$ cat src/rtl/clock_div_ctrl.sv
// clock_div_ctrl: programmable clock divider with a registered, glitch-free
// divided clock. The half-period divisor is staged through a valid/ready port
// and only applied at a high->low boundary, so a high phase is never cut
// short or stretched. Stopping is graceful: a high phase always completes.
module clock_div_ctrl #(
   parameter int unsigned DIV_WIDTH        = 16,
   parameter int unsigned DEFAULT_DIV_HALF = 1
) (
   input  logic                 clk,
   input  logic                 reset_n,
   input  logic                 en,
   input  logic                 cfg_valid,
   input  logic [DIV_WIDTH-1:0] cfg_div_half,
   output logic                 cfg_ready,
   output logic                 clk_div,
   output logic                 tick,
   output logic                 running
);

   // Reset divisor; a zero half-period would never terminate, so clamp to 1.
   localparam logic [DIV_WIDTH-1:0] RESET_DIV =
      (DEFAULT_DIV_HALF == 0) ? DIV_WIDTH'(1) : DIV_WIDTH'(DEFAULT_DIV_HALF);

   typedef enum logic [1:0] {
      ST_IDLE      = 2'd0,
      ST_RUN       = 2'd1,
      ST_STOP_PEND = 2'd2
   } state_e;

   state_e               state_q,   state_d;
   logic                 clk_div_q, clk_div_d;
   logic                 tick_q,    tick_d;
   logic [DIV_WIDTH-1:0] cnt_q,     cnt_d;
   logic [DIV_WIDTH-1:0] cur_div_q, cur_div_d;
   logic [DIV_WIDTH-1:0] pend_div_q, pend_div_d;
   logic                 pend_vld_q, pend_vld_d;

   logic                 terminal;
   logic                 transfer;
   logic                 apply;

   // cur_div is never 0, so cur_div-1 cannot underflow and cnt stays in range.
   assign terminal = (cnt_q == (cur_div_q - DIV_WIDTH'(1)));
   assign transfer = cfg_valid && !pend_vld_q;

   // Next-state, counter, divided-clock and divisor-staging logic.
   always_comb begin
      // NOTE: every always_comb target gets a default first so no latch is inferred.
      state_d    = state_q;
      clk_div_d  = clk_div_q;
      tick_d     = 1'b0;
      cnt_d      = cnt_q;
      cur_div_d  = cur_div_q;
      pend_div_d = pend_div_q;
      pend_vld_d = pend_vld_q;
      apply      = 1'b0;

      unique case (state_q)
         ST_IDLE: begin
            clk_div_d = 1'b0;
            cnt_d     = '0;
            apply     = pend_vld_q;
            if (en) state_d = ST_RUN;
         end

         ST_RUN, ST_STOP_PEND: begin
            if (terminal) begin
               clk_div_d = !clk_div_q;
               cnt_d     = '0;
               tick_d    = !clk_div_q;
               // A staged divisor only takes effect as the clock falls.
               apply     = clk_div_q && pend_vld_q;
            end else begin
               cnt_d = cnt_q + DIV_WIDTH'(1);
            end

            if (state_q == ST_RUN) begin
               if (!en) begin
                  if (!clk_div_q) begin
                     // Low phase: stop immediately; IDLE keeps the clock low.
                     state_d   = ST_IDLE;
                     cnt_d     = '0;
                     clk_div_d = 1'b0;
                     tick_d    = 1'b0;
                     apply     = 1'b0;
                  end else if (terminal) begin
                     state_d = ST_IDLE;
                  end else begin
                     state_d = ST_STOP_PEND;
                  end
               end
            end else begin
               // clk_div is high throughout STOP_PEND, so terminal means a fall.
               if (en)            state_d = ST_RUN;
               else if (terminal) state_d = ST_IDLE;
            end
         end

         default: begin
            state_d   = ST_IDLE;
            clk_div_d = 1'b0;
            cnt_d     = '0;
         end
      endcase

      // apply needs pend_vld=1 and transfer needs pend_vld=0: never both.
      if (apply) begin
         cur_div_d  = pend_div_q;
         pend_vld_d = 1'b0;
      end
      if (transfer) begin
         pend_div_d = (cfg_div_half == '0) ? DIV_WIDTH'(1) : cfg_div_half;
         pend_vld_d = 1'b1;
      end
   end

   // State and datapath registers with asynchronous active-low reset.
   always_ff @(posedge clk or negedge reset_n) begin
      if (!reset_n) begin
         state_q    <= ST_IDLE;
         clk_div_q  <= 1'b0;
         tick_q     <= 1'b0;
         cnt_q      <= '0;
         cur_div_q  <= RESET_DIV;
         pend_div_q <= RESET_DIV;
         pend_vld_q <= 1'b0;
      end else begin
         // NOTE: sequential state uses non-blocking assignments only.
         state_q    <= state_d;
         clk_div_q  <= clk_div_d;
         tick_q     <= tick_d;
         cnt_q      <= cnt_d;
         cur_div_q  <= cur_div_d;
         pend_div_q <= pend_div_d;
         pend_vld_q <= pend_vld_d;
      end
   end

   assign cfg_ready = !pend_vld_q;
   assign clk_div   = clk_div_q;
   assign tick      = tick_q;
   assign running   = (state_q != ST_IDLE);

endmodule

$ cat config.mk
export PLATFORM = sky130hd
export DESIGN_NAME = clock_div_ctrl
export DESIGN_NICKNAME = d
export VERILOG_FILES = /design/src/rtl/clock_div_ctrl.sv
export SDC_FILE = /design/constraint.sdc
export NUM_CORES = 1
export LEC_CHECK = 0
export CAP_MARGIN = 20
export CORE_ASPECT_RATIO = 0.7
export CORE_UTILIZATION = 45
export DETAILED_ROUTE_END_ITERATION = 16
export HOLD_SLACK_MARGIN = 0.03
export PLACE_DENSITY_LB_ADDON = 0.12
export SETUP_SLACK_MARGIN = 0.15
export SYNTH_ARGS = -nofsm -noshare
export SYNTH_HDL_FRONTEND = slang
export SYNTH_SLANG_ARGS = --single-unit
$ cat constraint.sdc
create_clock -name clk -period 3.4 [get_ports clk]
set_input_delay 0.68 -clock clk [delete_from_list [all_inputs] [get_ports clk]]
set_output_delay 0.68 -clock clk [all_outputs]
set_load 0.005 [all_outputs]
### After elaboration in Yosys (flattened, before gate mapping)

Index checks and enable logic that the tools add are counted.

| cells by class | value |
|---|---|
| add/sub/neg operators | 2 |
| equal/unequal tests | 6 |
| multiplexer cells | 31 |
| reduce and logical (&&, ||, !) cells | 10 |

Operator list:

| cell | count |
|---|---|
| 2-to-1 mux 16 bit | 6 |
| adder 16 x 1 -> 16 bit, second input constant | 1 |
| equality test 16 bit | 1 |
| zero test 16 bit | 1 |
| 2-to-1 mux 1 bit | 16 |
| subtractor 16 x 1 -> 16 bit, second input constant | 1 |
| 2-to-1 mux 2 bit | 7 |
| inequality test 4 bit, second input constant | 1 |
| one-hot mux 2 bit (2 select lines) | 1 |
| nonzero test 2 bit | 2 |
| inequality test 3 bit, second input constant | 1 |
| AND reduction 3 bit | 1 |
| equality test 2 x 1 -> 1 bit, second input constant | 1 |
| equality test 2 bit, second input constant | 1 |
| logical AND 1 bit | 2 |
| zero test 1 bit | 2 |
| zero test 2 bit | 1 |
| inequality test 2 bit, second input constant | 1 |
| one-hot mux 1 bit (2 select lines) | 1 |
| OR reduction 2 bit | 1 |

| word-level totals | value |
|---|---|
| bits in registers | 53 |
| output and inout port bits | 4 |
| word-level logic and storage cells | 56 |

### Logic depth before layout (Yosys ltp)

| logic depth | value |
|---|---|
| word-level depth | 9 |
| mapped depth | 14 |
| mapped depth without buffers | 13 |

### Worst setup path before layout

OpenSTA, ideal clock, no wires.

| path | value |
|---|---|
| path type | flip-flop to flip-flop |
| start point | register cur_div_q[1] |
| end point | register cur_div_q[10] |
| library setup time | 0.125 ns |
| arrival time | 2.809 ns |
| required time | 3.275 ns |
| path slack | 0.466 ns |
| cell stages (with the launch flop) | 14 |
| path through | dfrtp_1 inv_1 ha_1 nor2b_1 clkbuf_1 o21ai_0 o32a_1 o22ai_1 nand3_1 o31a_1 or3_1 buf_6 buf_12 mux2_4 |

| between the ends | value |
|---|---|
| longest elaborated chain between the ends | 7 |

RTL lines:

| element | RTL line | text |
|---|---|---|
| from (decl) | 34 | `logic [DIV_WIDTH-1:0] cur_div_q, cur_div_d;` |
| from (signal assigned) | 133 | `cur_div_q <= cur_div_d;` |
| subtractor 16 x 1 -> 16 bit * | 43 | `assign terminal = (cnt_q == (cur_div_q - DIV_WIDTH'(1)));` |
| equality test 16 bit * | 43 |  |
| 2-to-1 mux 1 bit * | 67 | `if (terminal) begin` |
| 2-to-1 mux 1 bit | 79 | `if (!clk_div_q) begin` |
| 2-to-1 mux 1 bit | 78 | `if (!en) begin` |
| 2-to-1 mux 1 bit * | 77 | `if (state_q == ST_RUN) begin` |
| one-hot mux 1 bit (2 select lines) * | 58 | `unique case (state_q)` |

Every way passes the cells marked *; elsewhere a longest branch is shown, timed or not.
A chain may end at the register's enable or synchronous reset.

### Worst setup path in the final report

| path | value |
|---|---|
| start point | register cur_div_q[2] |
| end point | register cur_div_q[15] |

The elaborated chain is that of the path after synthesis.

==> metrics.md <==
| Metric | Value |
|---|---|
| Status | complete, no violations |
| Largest net degree at the start of global routing | 30 |
| Hold WS | 379 ps |
| Fraction of the cycle the final worst path needs | 0.911 |
| Number of hold violations in the final report | 0 |
| Hold Path Class | primary input to asynchronous set/reset pin |
| Util after Layout | 0.541 |
| #FFs+latches synth | 53 |
| Adder-cell share of the synthesized area | 0.0334 |
| Layout area overhead | 14.4% |
| Num rows | 24 |
| Unrepaired setup endpoints after global routing | no |
| Clock Sink Count | 53 |
| I/O pins | 24 |
| Fmax achieved | 323 MHz |
| Antenna Cells | 0 |
| Worst-margin pin slew | 659 ps |
| Core area | 6340 sq um |
| Drt initial violations | 129 |
| Yosys warns | 0 |
| Die area | 7000 sq um |
| Final clock skew | 7.81 ps |
| Drt first pass iters | 4 |
| CTS Buffer Depth | 2 |
| Syn avg cell area | 10.5 sq um |
| Largest family of logic cells by synthesized area | simple AND/OR/NAND/NOR gates |
| Seq/Total Area, Yosys | 0.443 |
| Post-detail-place hpwl | 4640 um |
| Synthesized cell area | 3000 sq um |
| Lkg Pwr | 1.44 nW |
| Detailed-route via count | 2190 |
| Setup TNS | 0 ps |
| I/O Buffers | 23 |
| Post-synthesis compound-gate area fraction | 0.0801 |
| Synth unique cells | 45 |
| Initial core utilization | 0.473 |
| Commonest register cell after synthesis | dfrtp_1 |
| CTS Hold Bufs | 0 |
| GRT Util Overall | 0.194 |
| Largest area contributor in the netlist | dfrtp_1 |
| Reg2Reg Depth | 9 |
| Vias/cell | 5.45 |
| Max Slew Vio Count | 0 |
| Placed cell count | 394 |
| DRT antenna net count | 0 |
| Rel. slew slack | 0.559 |
| DRC violations left | 0 |
| Max FO, Critical Path | 17 |
| First-pass GRT wire length | 10400 um |
| Worst Setup End Kind | flop |
| Clock Tree Root | clkbuf_8 |
| Cell Count, Final, Fillers Out | 402 |
| Worst vdd ir | 0.000356 V |
| R2R Setup Slk | 300 ps |
| Routability Congestion | 0.953 |
| Placed cell area | 3310 sq um |
| Die Y | 70.3 um |
| Critical path arrival | 3300 ps |
| Antenna violations before repair | 0 |
| Synth Area in Simple Gates | 0.182 |
| MaxCap Viol Count | 0 |
| Cell area after layout | 3430 sq um |
| Cts bufs inserted | 5 |
| Vias in the first global route | 2071 |
| Reg clk slew, reported paths | 100 ps |
| Setup Fix Bufs, Post-CTS | 0 |
| Number of synthesized flops with an enable pin | 0 |
| Kind of critical path | flop to flop |
| # nets final | 338 |
| Synth top area share | 0.426 |
| Syn nets | 313 |
| Die Wd | 99.6 um |
| Total grt overflow | 0 |
| XOR/XNOR Fraction of Synth Area | 0.0964 |
| WL final | 6140 um |
| Layout cell share with drive strength beyond 1 | 0.180 |
| CTS tree | done |
| Setup Viol. Count Final | 0 |
| Wire per inst | 15.3 um |
| Startpoint types | flop |
| Worst endpoint required time | 3610 ps |
| Synth Instances | 285 |
| Pwr dens | 786 nW/um^2 |
| CTS H-tree depth | 2 |
| Clk_lat worst skew | 320 ps |
| Mux cell area share after synthesis | 0.128 |
| Largest cells by area after synthesis | dfrtp_1 (43%), mux2_2 (8.3%), xnor2_1 (5.0%), xor2_1 (4.7%), mux2_4 (4.5%) |
| Min Tclk post-route | 3100 ps |
| Fraction of registers with async set/reset | 1.00 |
-- critical path, cell delays in order (launching register included) --
cell and delay (ps):
dfrtp_1 530, nor3_1 510, nand4b_1 160, o211a_1 140
o21ai_0 280, nand4_1 180, o31a_1 320, or3_1 300
buf_4 220, mux2_4 320
-- Yosys cell counts, types with 3 or more instances --
cell type,n
nand3_1,13
o211ai_1,3
nand2b_1,7
o21ai_0,11
clkbuf_1,6
a21oi_1,4
nand4_1,8
or3_1,3
xnor2_1,17
xor2_1,16
inv_1,11
nor3_1,5
and3_1,6
mux2_4,9
mux2_2,22
nand2_1,14
nor4_1,8
dfrtp_1,51
nor2_1,29
ha_1,8
-- timing repair --
action / 4_1_cts / 5_1_grt
setup endpoints to repair: 3 / 16
cloned: 0 / 0
resized for setup: 1 / 5
pin swaps: 0 / 0
-- cell type report --
cell class,count,area [sq um]
fill,581,2910
clock inverter,2,17.5
sequential,53,1330
tap,91,114
timing repair buffer,28,263
inverter,11,41.3
clock buffer,6,82.6
multi-input combinational,211,1580
-- per-stage QoR --
stage / power, mW / setup WS [ps]
after floorplan: 1.99 / 466
after global placement: 2.25 / 258
after detailed placement: 2.27 / 151
after CTS: 2.68 / 269
after global routing: 2.88 / 155
final: 2.70 / 303
-- routing by layer --
metal / vias up / wire length (um) / global-route usage
met5: - / 0 / 0
met4: 0 / 83 / 0.0686
met3: 6 / 287 / 0.0470
met2: 48 / 2520 / 0.278
met1: 1068 / 3250 / 0.282
li1: 1068 / - / -
-- placed cells by master, fill, tap and decap left out, types with 3 or more instances in the layout --
cell type        synthesis  layout
nand2b_1                 7       6
o21ai_0                 11      11
clkdlybuf4s50_1          0      22
buf_4                    0       5
nor2_1                  29      28
inv_1                   11      11
xor2_1                  16      16
nor4_1                   8       8
and3_1                   6       6
ha_1                     8       7
nor3_1                   5       5
nand2_1                 14      14
xnor2_1                 17      17
a21oi_1                  4       4
mux2_4                   9       9
nand4_1                  8       8
mux2_2                  22      22
nand3_1                 13      13
o211ai_1                 3       3
clkbuf_8                 0       6
dfrtp_1                 51      51
-- final timing paths --
path	from	end
max in group asynchronous	reset_n	pend_div_q[0]
worst min register to register	pend_div_q[0]	pend_div_q[0]
worst min-delay path	reset_n	cnt_q[6]
min in group clk	pend_div_q[0]	pend_div_q[0]
worst max-delay path	cur_div_q[2]	cur_div_q[15]
worst max register to register	cur_div_q[2]	cur_div_q[15]
-- power by group --
| group | leakage [nW] | total (mW) | switching, mW | internal, mW |
|---|---|---|---|---|
| Clock | 0.0518 | 0.398 | 0.228 | 0.170 |
| Sequential | 0.661 | 1.13 | 0.271 | 0.864 |
| Combinational | 0.723 | 1.17 | 0.535 | 0.631 |
-- cells by family (layout without fill, tap and decap cells) --
logic type,after synthesis,in the layout
and+or+nand+nor,104,104
buffers and inverters,21,47
xor gates and xnor gates,33,33
muxes,31,31
AOI/OAI and AO/OA,35,35
DFF,53,53
adders and majority gates,8,8
-- flip-flops by register name (all words and copies together) (netlist names) --
| register | cells |
|---|---|
| cur_div_q | 16 |
| cnt_q | 16 |
| pend_div_q | 16 |
| pend_vld_q | 1 |
| tick | 1 |
| state_q | 2 |
| clk_div | 1 |
(Power assumes the default switching activity.)
